==> src/rtl/mem_arbiter_pkg.sv <==
// mem_arbiter_pkg: shared CPU width, FSM state and owner encodings for the
// memory arbiter slice.
package mem_arbiter_pkg;

    localparam int unsigned CPU_WIDTH = 32;

    typedef enum logic [1:0] {
        IDLE  = 2'd0,
        ISSUE = 2'd1,
        WAIT  = 2'd2
    } arb_state_e;

    typedef enum logic {
        OWN_IFU = 1'b0,
        OWN_LSU = 1'b1
    } arb_owner_e;

endpackage

==> src/rtl/mem_arbiter_tmo_cnt.sv <==
// arb_tmo_cnt: 8-bit response wait counter. Cleared when the request is
// accepted by memory, counts every WAIT cycle; hit flags the WAIT cycle in
// which the count reaches TMO_CYC.
module arb_tmo_cnt #(
    parameter int unsigned TMO_CYC = 255
) (
    input  logic i_clk,
    input  logic i_rst,
    input  logic clr,
    input  logic en,
    output logic hit
);

    logic [7:0] r_cnt;

    // Wait-cycle counter
    always_ff @(posedge i_clk or posedge i_rst) begin
        if (i_rst) begin
            r_cnt <= '0;
        end else if (clr) begin
            r_cnt <= '0;
        end else if (en) begin
            r_cnt <= r_cnt + 8'd1;
        end
    end

    assign hit = en && (r_cnt == 8'(TMO_CYC - 1));

endmodule

==> src/rtl/mem_arbiter.sv <==
// mem_arbiter: shares one memory port between instruction fetch and
// load/store, one transaction outstanding at a time, with a wait timeout.
// Optional macro MEM_ARB_RR_EN selects round-robin arbitration instead of
// fixed LSU priority.
module mem_arbiter
    import mem_arbiter_pkg::*;
#(
    parameter int unsigned ADDR_W  = CPU_WIDTH,
    parameter int unsigned DATA_W  = CPU_WIDTH,
    parameter int unsigned TMO_CYC = 255
) (
    input  logic              i_clk,
    input  logic              i_rst,
    input  logic              ifu_req_valid,
    output logic              ifu_req_ready,
    input  logic [ADDR_W-1:0] ifu_addr,
    output logic              ifu_resp_valid,
    output logic [DATA_W-1:0] ifu_rdata,
    input  logic              lsu_req_valid,
    output logic              lsu_req_ready,
    input  logic [ADDR_W-1:0] lsu_addr,
    input  logic              lsu_wen,
    input  logic [DATA_W-1:0] lsu_wdata,
    input  logic [7:0]        lsu_wmask,
    output logic              lsu_resp_valid,
    output logic [DATA_W-1:0] lsu_rdata,
    output logic              lsu_err,
    output logic              mem_req_valid,
    input  logic              mem_req_ready,
    output logic [ADDR_W-1:0] mem_addr,
    output logic              mem_wen,
    output logic [DATA_W-1:0] mem_wdata,
    output logic [7:0]        mem_wmask,
    input  logic              mem_resp_valid,
    input  logic [DATA_W-1:0] mem_rdata
);

    arb_state_e        r_state;
    arb_state_e        w_state_nxt;
    arb_owner_e        r_owner;
    logic [ADDR_W-1:0] r_addr;
    logic              r_wen;
    logic [DATA_W-1:0] r_wdata;
    logic [7:0]        r_wmask;
    logic              r_ifu_resp;
    logic              r_lsu_resp;
    logic              r_lsu_err;
    logic [DATA_W-1:0] r_rdata;

    logic w_pick_lsu;
    logic w_ifu_ready;
    logic w_lsu_ready;
    logic w_hs;
    logic w_done;
    logic w_tmo;
    logic w_cnt_clr;
    logic w_cnt_en;
    logic w_tmo_hit;

`ifdef MEM_ARB_RR_EN
    arb_owner_e r_last;

    // Remember the last winner so a tie goes to the other requester
    always_ff @(posedge i_clk or posedge i_rst) begin
        if (i_rst) begin
            r_last <= OWN_IFU;
        end else if (w_hs) begin
            r_last <= w_lsu_ready ? OWN_LSU : OWN_IFU;
        end
    end

    assign w_pick_lsu = lsu_req_valid && (!ifu_req_valid || (r_last == OWN_IFU));
`else
    assign w_pick_lsu = lsu_req_valid;
`endif

    assign w_hs      = w_ifu_ready || w_lsu_ready;
    assign w_cnt_clr = (r_state == ISSUE) && mem_req_ready;
    assign w_cnt_en  = (r_state == WAIT);

    arb_tmo_cnt #(
        .TMO_CYC (TMO_CYC)
    ) u_tmo_cnt (
        .i_clk (i_clk),
        .i_rst (i_rst),
        .clr   (w_cnt_clr),
        .en    (w_cnt_en),
        .hit   (w_tmo_hit)
    );

    // FSM state register
    always_ff @(posedge i_clk or posedge i_rst) begin
        if (i_rst) begin
            r_state <= IDLE;
        end else begin
            r_state <= w_state_nxt;
        end
    end

    // Grant, next-state and completion decode; a response that coincides
    // with the timeout hit wins over the timeout
    always_comb begin
        w_state_nxt = r_state;
        w_ifu_ready = 1'b0;
        w_lsu_ready = 1'b0;
        w_done      = 1'b0;
        w_tmo       = 1'b0;
        unique case (r_state)
            IDLE: begin
                w_lsu_ready = w_pick_lsu && !i_rst;
                w_ifu_ready = ifu_req_valid && !w_pick_lsu && !i_rst;
                if (w_lsu_ready || w_ifu_ready) begin
                    w_state_nxt = ISSUE;
                end
            end
            ISSUE: begin
                if (mem_req_ready) begin
                    w_state_nxt = WAIT;
                end
            end
            WAIT: begin
                if (mem_resp_valid) begin
                    w_state_nxt = IDLE;
                    w_done      = 1'b1;
                end else if (w_tmo_hit) begin
                    w_state_nxt = IDLE;
                    w_done      = 1'b1;
                    w_tmo       = 1'b1;
                end
            end
            default: w_state_nxt = IDLE;
        endcase
    end

    // Request latches and registered response strobes
    always_ff @(posedge i_clk or posedge i_rst) begin
        if (i_rst) begin
            r_owner    <= OWN_IFU;
            r_addr     <= '0;
            r_wen      <= 1'b0;
            r_wdata    <= '0;
            r_wmask    <= '0;
            r_ifu_resp <= 1'b0;
            r_lsu_resp <= 1'b0;
            r_lsu_err  <= 1'b0;
            r_rdata    <= '0;
        end else begin
            r_ifu_resp <= w_done && (r_owner == OWN_IFU);
            r_lsu_resp <= w_done && (r_owner == OWN_LSU);
            r_lsu_err  <= w_done && w_tmo && (r_owner == OWN_LSU);
            if (w_done) begin
                r_rdata <= w_tmo ? '0 : mem_rdata;
            end
            if (w_hs) begin
                r_owner <= w_lsu_ready ? OWN_LSU : OWN_IFU;
                r_addr  <= w_lsu_ready ? lsu_addr : ifu_addr;
                r_wen   <= w_lsu_ready && lsu_wen;
                r_wdata <= w_lsu_ready ? lsu_wdata : '0;
                r_wmask <= w_lsu_ready ? lsu_wmask : '0;
            end
        end
    end

    assign ifu_req_ready  = w_ifu_ready;
    assign lsu_req_ready  = w_lsu_ready;
    assign ifu_resp_valid = r_ifu_resp;
    assign lsu_resp_valid = r_lsu_resp;
    assign lsu_err        = r_lsu_err;
    assign ifu_rdata      = r_rdata;
    assign lsu_rdata      = r_rdata;
    assign mem_req_valid  = (r_state == ISSUE);
    assign mem_addr       = r_addr;
    assign mem_wen        = r_wen;
    assign mem_wdata      = r_wdata;
    assign mem_wmask      = r_wmask;

endmodule
==> config.mk <==
export PLATFORM = sky130hd
export DESIGN_NAME = mem_arbiter
export DESIGN_NICKNAME = d
export VERILOG_FILES = /design/src/rtl/mem_arbiter_pkg.sv /design/src/rtl/mem_arbiter_tmo_cnt.sv /design/src/rtl/mem_arbiter.sv
export SDC_FILE = /design/constraint.sdc
export NUM_CORES = 1
export LEC_CHECK = 0
export ABC_AREA = 1
export CORE_MARGIN = 2
export CORE_UTILIZATION = 40
export DETAILED_ROUTE_END_ITERATION = 7
export HOLD_SLACK_MARGIN = 0.15
export PLACE_DENSITY = 0.84
export SYNTH_ARGS = -nofsm -noshare
export SYNTH_HDL_FRONTEND = slang
export SYNTH_HIERARCHICAL = 1
export SYNTH_SLANG_ARGS = --single-unit
==> constraint.sdc <==
create_clock -name i_clk -period 4.2 [get_ports i_clk]
set_clock_uncertainty 0.05 [all_clocks]
set_input_delay 0.42 -clock i_clk [delete_from_list [all_inputs] [get_ports i_clk]]
set_output_delay 0.42 -clock i_clk [all_outputs]
set_load 0.01 [all_outputs]
---- After elaboration in Yosys (flattened, before gate mapping) ----
Index checks and enable logic that the tools add are counted.
storage, ports and cells
  output and inout bits ................... 143
  register bits ........................... 119
  input bits .............................. 143
  logic and storage cells ................. 55
cells by class
  muxes and demuxes ....................... 19
  bitwise logic cells ..................... 1
  equal/unequal tests ..................... 6
  add/subtract/negate cells ............... 1
  reductions and logical operators ........ 17
operator list
  cell                 number
  $mux 32              3
  $mux 8               3
  $logic_and 1x1->1    10
  $add 8x1->8 const B  1
  $eq 8x8->1 const B   1
  $mux 1               8
  $mux 2               4
  $pmux 2 s3           1
  $ne 3x3->1 const B   1
  $reduce_and 3->1     1
  $eq 2x1->1 const B   1
  $eq 2x2->1 const B   1
  $logic_not 1->1      2
  $logic_not 2->1      1
  $logic_or 1x1->1     2
  $ne 2x1->1 const B   1
  $ne 2x2->1 const B   1
  $reduce_bool 2->1    1
  $not 1->1            1

---- Logic depth before layout (Yosys ltp) ----
  depth after elaboration ................. 7
  mapped depth ............................ 10
  gate-level depth less buffers ........... 10

---- Modules after synthesis ----
Netlist, hierarchy kept.
by module, submodules not included
  module       sequential area each (µm²)  instances  cells an instance  area an instance (µm²)
  mem_arbiter  2,777.7                     1          623                5,102.4
  arb_tmo_cnt  200.2                       1          60                 475.5

---- Worst setup path after synthesis ----
OpenSTA, ideal clock, no wires.
  kind .................................... flip-flop to flip-flop
  start ................................... register r_state[1]
  end ..................................... register r_rdata[0], in the netlist ifu_rdata[0]
  path buffers ............................ 2
  clock period less this slack ............ 1.824 ns
  path slack .............................. 2.376 ns
  data arrival time ....................... 1.657 ns
  stages on the path, launching flop included .. 10
  data required time ...................... 4.033 ns
  setup time .............................. 0.117 ns
  cell sequence ........................... dfrtp_1 -> inv_1 -> nor2_4 -> buf_2 -> nand2_1 -> nor4_1 -> o21ai_2 -> buf_4 -> nand2_1 -> nand2_1
on the way
  cells in the longest elaborated chain, start to end .. 6
  elaborated cells between the ends (all ways) .. 8
  those cells by class .................... 1 x eq/ne; 6 x mux; 1 x reduce/logical
RTL lines
  what                    line                       text
  from (decl)             mem_arbiter.sv:38          arb_state_e r_state;
  from (signal assigned)  mem_arbiter.sv:96          r_state <= w_state_nxt;
  $eq 2x2->1 *            mem_arbiter.sv:79          assign w_cnt_en = (r_state == WAIT);
  net w_cnt_en            mem_arbiter.sv:57          logic w_cnt_en;
  $logic_and 1x1->1 *     mem_arbiter_tmo_cnt.sv:27  assign hit = en && (r_cnt == 8'(TMO_CYC - 1));
  net w_tmo_hit           mem_arbiter.sv:58          logic w_tmo_hit;
  $mux 1 *                mem_arbiter.sv:125         end else if (w_tmo_hit) begin
  $mux 1                  mem_arbiter.sv:122         if (mem_resp_valid) begin
  $mux 1                  mem_arbiter.sv:108         unique case (r_state)
  $mux 32                 mem_arbiter.sv:152         r_rdata <= w_tmo ? '0 : mem_rdata;
  to (signal assigned)    mem_arbiter.sv:152
  to (decl)               mem_arbiter.sv:48          logic [DATA_W-1:0] r_rdata;
The timed path passes the listed nets; every way through them passes the cells marked *.
A chain may end at the register's enable or synchronous reset.

---- Worst setup path after layout ----
  start ................................... register r_state[0]
  end ..................................... output port ifu_req_ready
on the way
  cells in the longest elaborated chain, start to end .. 2
RTL lines
  what             line                text
  $logic_not 2->1  mem_arbiter.sv:108
  $mux 1           mem_arbiter.sv:108
  to (decl)        mem_arbiter.sv:15   output logic ifu_req_ready,
Every way passes these cells.

==> flow_summary.ini <==
[power]
ir_drop_mv = 0.284
p_leak_nw = 4.31
power_density_nw_per_um2 = 684

[timing]
period_share_pct = 73.9
tightest_slew_ps = 1080
maxSlewViolCount = 0
setup_tns_ps = 0
timing.fmax_mhz = 322
finalSetupViolCount = 0
worst_slew_margin_rel_pct = 27.9
fin_ws_ps = 1100
finalHoldViolCount = 0
grt_setup_unrepaired = false
period_needed_ps = 3100
hold_ws_ps = 378

[route]
wl_um = 16400
vias_per_cell = 4.87
dr.pass1.iters = 7
vias = 5422
ant_nets = 0
drc = 0
post_drt_wl_per_cell_um = 14.7
drtIter0Drc = 318

[clock_network]
cts_sinks = 119
path_clk_slew_ps = 60
cts_buffers = 17
cts_tree = yes
cts-root-buf = clkbuf_16
clk_latency_ps = 410
htreeDepth = 4
cts_hold_buf = 0
cts_setup_buffers = 0
clockBufferDepth = 2
ctsResizeCount = 0

[die]
placementRows = 43
die_w_um = 122
fp.dieH_um = 122
core_area_um2 = 13800
boundaryPins = 286
dieArea_um2 = 14900
initial_core_util_pct = 40.5

[hold_path]
min_path_type = input pin to async pin

[placed_design]
portBuffers = 285
place_congestion = 0.838
dpl.hpwl_um = 11400
post-place-ws_ps = 1240

[worst_setup_path]
worstReg2RegStart = r_state[0]
worstPathRequired_ps = 3730
path_delay_family = buffers and inverters
max_stage_delay_ps = 590
critPathCapture = ifu_req_ready
r2r_slack_ps = 1410
path_cells = nor2_4, buf_4, nand3_2, inv_1, clkdlybuf4s50_1
critical_path_class = flop to output pin
worstPathArrival_ps = 2630
path_buf_inv = 3
cp.depth = 5
critPathLaunchType = flop
critPathMaxFanout = 34
reg2regPathDepth = 6
cp-startpoint = r_state[0]
cp_slowest_cell = clkdlybuf4s50_1
timing.rr.end = mem_addr[28]
cp-end-kind = output pin

[yosys]
ys.flop_type = dfrtp_1
yosysTopAreaCell = dfrtp_1
yosysTopAreaCellShare_pct = 53.4
synth_area_um2 = 5580
yosys-top-cells-area = dfrtp_1 (53%), nand2_1 (20%), nand3_1 (13%)
ys_ff_latch = 119
synth_fp_nets = 828
avgSynthCellArea_um2 = 8.17
synth.most_common_cell = nand2_1
synthTopCellsByCount = nand2_1 (291), nand3_1 (141), dfrtp_1 (119)
synth-edff-count = 0
ys_types = 24
ys_warn_count = 6
ys_seq_area_share_pct = 53.4
async_reset_ff_share_pct = 100
netlist_instances = 683

[final_layout]
multi_input_area_um2 = 2070
register_area_um2 = 2980
fill_cells = 1148
syn_to_final_growth_pct = 59.4
final_layout_size_suffix_gt1_share_pct = 5.78
nNetsFinal = 1066
antennaDiodeCount = 0

[global_routing]
track_usage_pct = 22.7
grt_pass1_vias = 5186
grt_max_degree = 112
grt_overflow = 0
grt_pass1_wl_um = 26100
grt_antenna_before_repair = 0

[status]
status = finished, final reports clean

[job]
maxCapViolCount = 0
cell families after synthesis:
| logic type | synth area share [%] |
|---|---|
| flip-flops | 53.4 |
| adder cells (fa/ha/maj) | 0.449 |
| buffers and inverters | 9.65 |
| AND/OR/NAND/NOR | 35.5 |
| AO/OA/AOI/OAI | 1.03 |
worst reg2reg max path: cells and delay by family, from the launching register on:
kind	cells	cell delay (ps)
and+or+nand+nor	5	1870
DFF	1	440
buffers and inverters	1	360
worst min-delay path by stage:
stage	start	slack, ps	to
final	i_rst	380	u_tmo_cnt/r_cnt[0]
after global routing	i_rst	410	u_tmo_cnt/r_cnt[3]
after global placement	r_owner	360	ifu_resp_valid
after CTS	i_rst	370	u_tmo_cnt/r_cnt[0]
after detailed placement	r_owner	380	ifu_resp_valid
after floorplan	i_rst	190	u_tmo_cnt/r_cnt[0]
per-layer routing:
metal  part of all wire [%]  GRT usage, %
met3                    9.7          8.15
met2                     49          37.7
met1                     39          27.0
met5                      0             0
met4                    2.2          8.55
through the flow:
stage / cell area (µm²) / power (mW) / instances / util, %
3_5_place_dp: 8270 / 4.60 / 1082 / 60.0
4_1_cts: 8890 / 6.14 / 1114 / 64.5
6_report: 8890 / 6.08 / 1114 / 64.5
5_1_grt: 8890 / 6.48 / 1114 / 64.5
2_1_floorplan: 5580 / 3.19 / 683 / -
3_3_place_gp: 8270 / 4.54 / 1082 / 60.0
final cells by class:
class	count	share of cell area, %
well taps	180	2.53
clock inverters	8	1.32
repair buffers	293	32.9
inverters	19	0.831
clock buffers	24	5.64
multi-input cells	471	23.3
flip-flops and latches	119	33.5
report_power, final:
part	leakage, nW	switching (mW)	internal (mW)	total, mW
Sequential	1.51	0.340	1.64	1.98
Combinational	2.50	1.16	1.42	2.58
Clock	0.306	0.505	1.01	1.51
registers in the layout (all words and copies together) (netlist names):
name	cells
ifu_rdata	32
mem_addr	32
mem_wdata	32
mem_wmask	8
u_tmo_cnt/r_cnt	8
r_state	2
ifu_resp_valid	1
lsu_err	1
lsu_resp_valid	1
mem_wen	1
r_owner	1
placed cells by master (no fill, tap or decap), types with 2 or more instances in the layout:
cell,count
clkdlybuf4s50_1,285
nand3_1,141
nor2_2,2
buf_4,7
nor2_1,11
dfrtp_1,119
nand3_2,2
clkbuf_16,17
nand2_1,291
clkbuf_1,2
nor2_4,6
bufinv_16,3
nand2_2,2
ha_1,2
o21ai_0,4
a21oi_1,3
clkinv_2,4
inv_1,17
clkbuf_8,5
Note: power is estimated with default switching activity, not from simulation.
